## config.mk

```make
export PLATFORM = sky130hd
export DESIGN_NAME = mem_bus_target
export DESIGN_NICKNAME = d
export VERILOG_FILES = /design/src/rtl/mem_bus_target_pkg.sv /design/src/rtl/mem_bus_timer.sv /design/src/rtl/mem_bus_target.sv
export SDC_FILE = /design/constraint.sdc
export NUM_CORES = 2
export LEC_CHECK = 0
export CAP_MARGIN = 10
export CELL_PAD_IN_SITES_DETAIL_PLACEMENT = 1
export CELL_PAD_IN_SITES_GLOBAL_PLACEMENT = 1
export CORE_MARGIN = 4
export CORE_UTILIZATION = 45
export DETAILED_ROUTE_END_ITERATION = 7
export PLACE_DENSITY_LB_ADDON = 0.1
export SLEW_MARGIN = 5
export SYNTH_ARGS = -nofsm -noshare
export SYNTH_HDL_FRONTEND = slang
export SYNTH_SLANG_ARGS = --single-unit
```

## constraint.sdc

```tcl
create_clock -name clk -period 2.9 [get_ports clk]
set_clock_uncertainty 0.1 [all_clocks]
set_input_delay 0.435 -clock clk [delete_from_list [all_inputs] [get_ports clk]]
set_output_delay 0.435 -clock clk [all_outputs]
set_load 0.1 [all_outputs]
```

## src/rtl/mem_bus_target_pkg.sv

```systemverilog
// Shared constants for the byte-wide memory bus target: FSM encoding, MMIO register
// offsets, CTRL/STATUS bit positions and the compare register reset value.
package mem_bus_target_pkg;

  typedef enum logic [1:0] {
    StIdle = 2'd0,
    StHi   = 2'd1,
    StAddr = 2'd2
  } bus_state_e;

  localparam logic [3:0] OffCntLo  = 4'd0;
  localparam logic [3:0] OffCntHi  = 4'd1;
  localparam logic [3:0] OffCmpLo  = 4'd2;
  localparam logic [3:0] OffCmpHi  = 4'd3;
  localparam logic [3:0] OffCtrl   = 4'd4;
  localparam logic [3:0] OffStatus = 4'd5;

  localparam int unsigned CtrlRunBit   = 0;
  localparam int unsigned CtrlIrqEnBit = 1;
  localparam int unsigned StatPendBit  = 0;
  localparam int unsigned StatErrBit   = 1;

  localparam logic [15:0] CmpResetVal = 16'hFFFF;

endpackage

```

## src/rtl/mem_bus_timer.sv

```systemverilog
// Free-running compare timer behind the MMIO window: counter, compare, CTRL, pending flag,
// CNT_HI shadow and the register read mux (err is owned by the bus FSM and passed in).
module mem_bus_timer
  import mem_bus_target_pkg::*;
(
  input  logic       clk_i,
  input  logic       rst_i,
  input  logic       en_i,
  input  logic       wr_en_i,
  input  logic [3:0] wr_off_i,
  input  logic [7:0] wr_data_i,
  input  logic       snap_i,
  input  logic       err_i,
  input  logic [3:0] rd_off_i,
  output logic [7:0] rd_data_o,
  output logic       irq_o
);

  logic [15:0] count_q, count_d;
  logic [15:0] cmp_q, cmp_d;
  logic [1:0]  ctrl_q, ctrl_d;
  logic        pend_q, pend_d;
  logic [7:0]  shadow_q, shadow_d;
  logic        cnt_clr;
  logic        match;

  always_comb begin
    cnt_clr  = wr_en_i && ((wr_off_i == OffCntLo) || (wr_off_i == OffCntHi));
    match    = ctrl_q[CtrlRunBit] && (count_q == cmp_q);
    count_d  = count_q;
    cmp_d    = cmp_q;
    ctrl_d   = ctrl_q;
    pend_d   = pend_q;
    shadow_d = shadow_q;

    if (cnt_clr || match) begin
      count_d = '0;
    end else if (ctrl_q[CtrlRunBit]) begin
      count_d = count_q + 16'd1;
    end

    if (wr_en_i) begin
      case (wr_off_i)
        OffCmpLo:  cmp_d[7:0]  = wr_data_i;
        OffCmpHi:  cmp_d[15:8] = wr_data_i;
        OffCtrl:   ctrl_d      = wr_data_i[1:0];
        OffStatus: if (wr_data_i[StatPendBit]) pend_d = 1'b0;
        default: ;
      endcase
    end

    // A match in the same cycle as a W1C keeps the flag set; a counter clear suppresses the match.
    if (match && !cnt_clr) pend_d = 1'b1;
    if (snap_i) shadow_d = count_q[15:8];
  end

  always_ff @(posedge clk_i) begin
    if (rst_i) begin
      count_q  <= '0;
      cmp_q    <= CmpResetVal;
      ctrl_q   <= '0;
      pend_q   <= 1'b0;
      shadow_q <= '0;
    end else if (en_i) begin
      count_q  <= count_d;
      cmp_q    <= cmp_d;
      ctrl_q   <= ctrl_d;
      pend_q   <= pend_d;
      shadow_q <= shadow_d;
    end
  end

  always_comb begin
    rd_data_o = '0;
    case (rd_off_i)
      OffCntLo:  rd_data_o = count_q[7:0];
      OffCntHi:  rd_data_o = shadow_q;
      OffCmpLo:  rd_data_o = cmp_q[7:0];
      OffCmpHi:  rd_data_o = cmp_q[15:8];
      OffCtrl:   rd_data_o[1:0] = ctrl_q;
      OffStatus: begin
        rd_data_o[StatPendBit] = pend_q;
        rd_data_o[StatErrBit]  = err_i;
      end
      default: ;
    endcase
  end

  assign irq_o = pend_q & ctrl_q[CtrlIrqEnBit];

endmodule

```

## src/rtl/mem_bus_target.sv

```systemverilog
// Byte-wide multiplexed address/data bus target: address-phase FSM, RAM array and a
// 16-byte MMIO window (MMIO_BASE assumed 16-byte aligned) served by mem_bus_timer.
module mem_bus_target
  import mem_bus_target_pkg::*;
#(
  parameter int unsigned RAM_BYTES = 256,
  parameter logic [15:0] MMIO_BASE = 16'hFFF0
) (
  input  logic       clk,
  input  logic       reset_in,
  input  logic       ena,
  input  logic [7:0] bus_in,
  input  logic       latch_hi,
  input  logic       latch_lo,
  input  logic       write,
  input  logic       ind,
  output logic [7:0] data_out,
  output logic       interrupt
);

  localparam int unsigned AW = (RAM_BYTES > 1) ? $clog2(RAM_BYTES) : 1;

  bus_state_e  state_q;
  logic [7:0]  hi_q;
  logic [6:0]  lo_q;
  logic        err_q;
  logic [7:0]  mem_q [RAM_BYTES];

  logic        lo_acc, wr_acc, err_set, snap, err_clr;
  logic [15:0] wr_addr, rd_addr;
  logic        wr_ram, wr_mmio, rd_ram, rd_mmio, rd_valid;
  logic [7:0]  tmr_rd;

  // latch_hi wins outright; latch_lo and write are only honoured in their proper phase.
  always_comb begin
    lo_acc  = 1'b0;
    wr_acc  = 1'b0;
    err_set = 1'b0;
    if (!latch_hi) begin
      if (latch_lo) begin
        if (state_q == StHi) lo_acc = 1'b1;
        else                 err_set = 1'b1;
      end else if (write) begin
        if (state_q == StAddr) wr_acc = 1'b1;
        else                   err_set = 1'b1;
      end
    end
  end

  assign wr_addr = {hi_q, lo_q, ind};
  assign wr_ram  = wr_acc && ((wr_addr >> AW) == 16'd0);
  assign wr_mmio = wr_acc && !wr_ram && (wr_addr[15:4] == MMIO_BASE[15:4]);
  assign err_clr = wr_mmio && (wr_addr[3:0] == OffStatus) && bus_in[StatErrBit];
  assign snap    = lo_acc && ({hi_q, bus_in[7:1]} == MMIO_BASE[15:1]);

  always_ff @(posedge clk) begin
    if (reset_in) begin
      state_q <= StIdle;
      hi_q    <= '0;
      lo_q    <= '0;
      err_q   <= 1'b0;
    end else if (ena) begin
      if (latch_hi) begin
        hi_q    <= bus_in;
        state_q <= StHi;
      end else if (lo_acc) begin
        lo_q    <= bus_in[7:1];
        state_q <= StAddr;
      end
      if (err_set)      err_q <= 1'b1;
      else if (err_clr) err_q <= 1'b0;
    end
  end

  // RAM contents survive reset by design.
  always_ff @(posedge clk) begin
    if (!reset_in && ena && wr_ram) mem_q[wr_addr[AW-1:0]] <= bus_in;
  end

  // Zero-latency read: during the latch_lo cycle the low address comes straight off the bus.
  assign rd_addr  = {hi_q, (latch_lo ? bus_in[7:1] : lo_q), ind};
  assign rd_valid = ((state_q == StHi) && latch_lo) || (state_q == StAddr);
  assign rd_ram   = ((rd_addr >> AW) == 16'd0);
  assign rd_mmio  = !rd_ram && (rd_addr[15:4] == MMIO_BASE[15:4]);

  always_comb begin
    data_out = 8'hFF;
    if (rd_valid) begin
      if (rd_ram)       data_out = mem_q[rd_addr[AW-1:0]];
      else if (rd_mmio) data_out = tmr_rd;
    end
  end

  mem_bus_timer u_timer (
    .clk_i     (clk),
    .rst_i     (reset_in),
    .en_i      (ena),
    .wr_en_i   (wr_mmio),
    .wr_off_i  (wr_addr[3:0]),
    .wr_data_i (bus_in),
    .snap_i    (snap),
    .err_i     (err_q),
    .rd_off_i  (rd_addr[3:0]),
    .rd_data_o (tmr_rd),
    .irq_o     (interrupt)
  );

endmodule
```

# After elaboration in Yosys (flattened, before gate mapping)
# Memory sizes are Yosys's and may differ from the RTL's.
# Cells that the tools add are included.
dict set report word_totals {
  regBits 61
  input_bits 15
  out_inout_bits 9
  elab_cells 99
  mem_count 1
  mem_bits_rw 2048
}
# memory words width rd rd_clocked_by_memory_dff write_ports line
set memory_table {}
lappend memory_table {mem_q 256 8 1 0 1 mem_bus_target.sv:27} ;# logic [7:0] mem_q [RAM_BYTES];
dict set report op_classes {
  addsub 1
  n_reduce_logical 39
  muxes 30
  eq_ne 16
  n_bitwise 2
}
# cell count
set ops {}
lappend ops {{two-way mux 16 bit} 2}
lappend ops {{equality test 12 bit (second input constant)} 2}
lappend ops {{two-way mux 8 bit} 3}
lappend ops {{one-hot mux 6 bit (4 select lines)} 1}
lappend ops {{two-way mux 1 bit} 20}
lappend ops {{adder 16 x 1 -> 16 bit (second input constant)} 1}
lappend ops {{equality test 16 bit} 1}
lappend ops {{equality test 4 x 2 -> 1 bit (second input constant)} 4}
lappend ops {{equality test 4 x 3 -> 1 bit (second input constant)} 4}
lappend ops {{zero test 16 bit} 1}
lappend ops {{equality test 15 bit (second input constant)} 1}
lappend ops {{logical AND 1 bit} 13}
lappend ops {{one-hot mux 2 bit (6 select lines)} 1}
lappend ops {{AND reduction 3 bit} 4}
lappend ops {{nonzero test 2 bit} 6}
lappend ops {{AND reduction 2 bit} 5}
lappend ops {{equality test 4 x 1 -> 1 bit (second input constant)} 2}
lappend ops {{zero test 4 bit} 2}
lappend ops {{two-way mux 7 bit} 1}
lappend ops {{zero test 1 bit} 4}
lappend ops {{two-way mux 2 bit} 2}
lappend ops {{AND reduction 4 bit} 1}
lappend ops {{logical OR 1 bit} 3}
lappend ops {{equality test 2 x 1 -> 1 bit (second input constant)} 1}
lappend ops {{other kinds (3)} 3}

# Logic depth before layout (Yosys ltp)
dict set report logic_depth {
  depth_word 14
  depth_mapped 14
  mapped_depth_nobuf 8
}

# Modules after synthesis
# Synthesis repeated with hierarchy kept, for this count alone.
dict set report hier_totals {
  hier_cells 5474
  hier_area_um2 83791.6
}
# mod n_inst area_each_um2 seq_area_each_um2 cells_per_inst
set by_module_without_submodules {}
lappend by_module_without_submodules {mem_bus_target 1 81448.1 61859.3 5202}
lappend by_module_without_submodules {mem_bus_timer 1 2343.5 860.8 272}

# Least setup slack after synthesis
# OpenSTA, ideal clock, no wires.
dict set report synth_timing {
  kind {input-to-output}
  from {in ind}
  to {out data_out[5]}
  path_buffers 4
  t_arrival_ps 3957
  path_stages 10
  t_required_ps 2365
  path_slack_ps -1592
  cell_sequence {buf_4 inv_1 clkbuf_1 buf_1 clkbuf_1 mux4_2 o21ai_0 o211ai_1 a21o_1 a32oi_1}
}
dict set report synth_via {
  elab_chain_cells 5
  word_cells_on_any_way 9
  cone_classes {eq/ne: 3; mux: 4; reduce/logical: 1; memory: 1}
}
# element line
set synth_lines {}
lappend synth_lines {{start, declared} mem_bus_target.sv:16} ;# input logic ind,
lappend synth_lines {{parallel branches: the longest is 3 deep, another holds memory read (256 x 8 bit)} --}
lappend synth_lines {{two-way mux 8 bit (*)} mem_bus_target.sv:89} ;# if (rd_ram) data_out = mem_q[rd_addr[AW-1:0]];
lappend synth_lines {{two-way mux 8 bit (*)} mem_bus_target.sv:88} ;# if (rd_valid) begin
lappend synth_lines {{end, declared} mem_bus_target.sv:17} ;# output logic [7:0] data_out,
# Mark *: on every way between the ends.

# Worst setup path in the final report
dict set report layout_timing {
  from {reg lo_q[1]}
  to {out data_out[5]}
}
dict set report layout_via {
  elab_chain_cells 6
  word_cells_on_any_way 10
  cone_classes {eq/ne: 3; mux: 5; reduce/logical: 1; memory: 1}
}
# element line
set layout_lines {}
lappend layout_lines {{start, declared} mem_bus_target.sv:25} ;# logic [6:0] lo_q;
lappend layout_lines {{start signal, assigned} mem_bus_target.sv:67} ;# lo_q <= bus_in[7:1];
lappend layout_lines {{two-way mux 7 bit (*)} mem_bus_target.sv:81} ;# assign rd_addr = {hi_q, (latch_lo ? bus_in[7:1] : lo_q), ind};
lappend layout_lines {{parallel branches: the longest is 3 deep, another holds memory read (256 x 8 bit)} --}
lappend layout_lines {{two-way mux 8 bit (*)} mem_bus_target.sv:89}
lappend layout_lines {{two-way mux 8 bit (*)} mem_bus_target.sv:88}
# Marks and branches as above.

==> results_dict.tcl <==
set metrics [dict create \
    ys_seq_area_frac 0.7518 \
    cts_root_buffer "clkbuf_16" \
    status "complete, but fails checks" \
    clk_pin_slew_ns 0.06 \
    postSynthAreaPerCell_sq_um 15.87 \
    r2r_cells 11 \
    synth-main-ff-cell "edfxtp_1" \
    io_pins 24 \
    violations "setup timing" \
    cp-end-kind "output pin" \
    detail_route.iter0.violations 6779 \
    final_cell_mix "edfxtp_1 (2,048), nand2_1 (924), buf_4 (821), nand3_1 (244), clkbuf_16 (228)" \
    ys_seq_elements 2109 \
    arrival_ns 4.21 \
    fill_cells 16790 \
    rr_startpoint "hi_q[3]$_SDFFE_PP0P_" \
    worst_slew_pin_slew_ns 1.099 \
    setup_viol 8 \
    holdPathStages 2 \
    clock_path_buffers 3 \
    netlist_area_sq_mm 0.08343 \
    p_per_area_mw_per_mm2 626.0 \
    numClockSinks 2109 \
    chipHeight_microns 438.6 \
    grt_pass1_wl_microns 402800 \
    whs_ns 0.1300 \
    synth.distinct_cells 73 \
    routed_wl_microns 284800 \
    antenna_left 0 \
    insertion_delay_ns 0.87 \
    min_period_ns 4.744 \
    drv_slew 0 \
    dr_total_vias 53280 \
    crit_type "flip-flop to output pin" \
    dp_hpwl_microns 187000 \
    hp-start "bus_in[2]" \
    min_period_over_period 1.636 \
    coreArea_sq_mm 0.1837 \
    dp_slack_ns -2.086 \
    rsz0062_at_grt "true" \
    wl_per_cell_microns 32.12 \
    hold_path.class "primary input to flip-flop" \
    ctsHtreeMaxLevel 4 \
    ir_drop_uv 617.9 \
    final_nets 6234 \
    first_pass_iters 6 \
    async_flop_share 0 \
    initial_core_util 0.4542 \
    grt_usage 0.2923 \
    drive_above_1_share 0.3034 \
    port-buffer-count 23 \
    hold_end "mem_q[0][2]$_DFFE_PP_" \
    hold_viol 0 \
    r2r-end "mem_q[236][6]$_DFFE_PP_" \
    ys_warn_count 0 \
    synthCells 5258 \
    vias_per_cell 6.009 \
    required_ns 2.37 \
    worst_slack_ns -1.844 \
    chipWidth_microns 438.6 \
    crit_path_max_fanout 9 \
    globalplace.congestion 0.8827 \
    critPathLaunchType "flip-flop" \
    grt_pass1_vias 53980 \
    dieArea_sq_mm 0.1923 \
    max_cap_violations 0 \
    cts_tree "built" \
    antenna_found_initial 13 \
    synth_edf_count 2048 \
    leakagePower_nw 35.08 \
    cts_buffers 215 \
    grt_max_degree 167 \
    rows 157 \
    final_common_cell "edfxtp_1" \
    syn2layout_area_growth_pct 25.90 \
    synth_fp_nets 5274 \
    r2r_setup_slack_ns 0.13 \
    grt.overflow.total 0 \
    max-slew-margin-rel 0.2676 \
    max_freq_ghz 0.2108 \
    drc 0 \
]
[synthesized netlist by cell type (all sizes together), types with 12 or more instances]
cell type     n  area, sq um
nor2        342         1284
o2111ai      24        210.2
a31oi        71        444.2
a2111oi      63        564.3
xnor2        15        131.4
inv          15        56.30
o22ai        42        262.8
nand4        34        212.7
clkbuf      124        469.2
nor3         15        75.07
buf         216         1242
nand2       943         3540
mux2i       205         2056
mux4        225         5071
nor4         12        75.07
a221oi       40        350.3
a21oi       197        986.0
dfxtp        61         1221
mux2         17        195.2
a22oi        30        225.2
edfxtp     2048        61500
a211o        26        227.7
nand3       261         1306
o21ai        52        260.3
a32oi        34        297.8
[worst max-delay path by stage]
stage / end / slack (ns) / cells past startpoint / startpoint
after floorplan: data_out[6] / -0.74 / 13 / bus_in[1]
after global placement: data_out[7] / -2.05 / 13 / latch_lo
after detailed placement: data_out[7] / -2.09 / 13 / latch_lo
after CTS: data_out[5] / -1.91 / 12 / lo_q[1]$_SDFFE_PP0P_
after global routing: data_out[0] / -1.91 / 12 / lo_q[0]$_SDFFE_PP0P_
final: data_out[5] / -1.84 / 11 / lo_q[1]$_SDFFE_PP0P_
[cells by family (layout without fill, tap and decap cells)]
kind of cell,count (synthesis),in the layout,synth area share
compound gates,652,652,0.05341
mux,447,447,0.08777
simple gates,1668,1668,0.08297
xor+xnor,26,26,0.002730
flops,2109,2109,0.7518
fa+ha+maj,1,1,0.0001500
other cells,0,2,0
buf+inv,355,1497,0.02119
[layer usage]
| layer | global-route usage | up-vias | share of wire | wire length, microns |
|---|---|---|---|---|
| met5 | 0 | - | 0.00018 | 51 |
| met4 | 0.07575 | 8 | 0.026 | 7473 |
| met3 | 0.04815 | 406 | 0.079 | 22520 |
| met2 | 0.4627 | 2272 | 0.47 | 134600 |
| met1 | 0.4251 | 28240 | 0.42 | 120100 |
| li1 | - | 22350 | - | - |
[critical path, cell delays in order (launching register included)]
cell	delay, ns
dfxtp_2	0.33
buf_12	0.14
mux2_8	0.35
buf_12	0.16
buf_12	0.13
mux2i_1	0.12
mux4_2	0.54
o211ai_1	0.37
nand3_2	0.28
a21o_4	0.30
a32oi_4	0.35
buf_12	0.22
[state kept, by name, summed over array words and instances (netlist names)]
signal	cells
u_timer.shadow_q	8
lo_q	7
u_timer.count_q	16
state_q	2
u_timer.ctrl_q	2
hi_q	8
err_q	1
mem_q	2048
u_timer.cmp_q	16
u_timer.pend_q	1
[area by class of cell]
cell class	count	area (sq um)	area share
diodes	2	5.005	0.00004765
clock buffers	281	5733	0.05458
clock inverters	118	1140	0.01085
inverters	15	58.81	0.0005599
multi-input cells	2794	21140	0.2013
flip-flops and latches	2109	62730	0.5972
well taps	2464	3083	0.02935
repair buffers	1083	11150	0.1062
[power by group]
group / switching, mW / internal [mW] / leakage, nW / total, mW
combinational: 3.07 / 1.79 / 12.8 / 4.85
sequential: 0.00816 / 33.4 / 18.9 / 33.4
clock: 11.7 / 15.7 / 3.37 / 27.5
[what timing repair did]
action	in CTS	in global routing
pin swaps	30	62
hold buffers	8	0
endpoints found under the setup margin	13	783
buffers inserted	21	36
gates resized for setup	127	120
hold endpoints to repair	48	0
gates cloned	3	9
[stage by stage]
stage	instance area [sq um]	instances	utilization	power [mW]	TNS, ns
finish	105000	8866	0.5719	65.75	-14.42
CTS	104100	8826	0.5665	65.89	-14.56
detailed placement	96200	8395	0.5238	38.47	-487.44
floorplan	84640	5258	-	35.85	-31.16
global route	105000	8864	0.5719	67.64	-14.92
global placement	96200	8395	0.5238	38.39	-480.53
No activity file was read; power rests on OpenSTA's default activity.
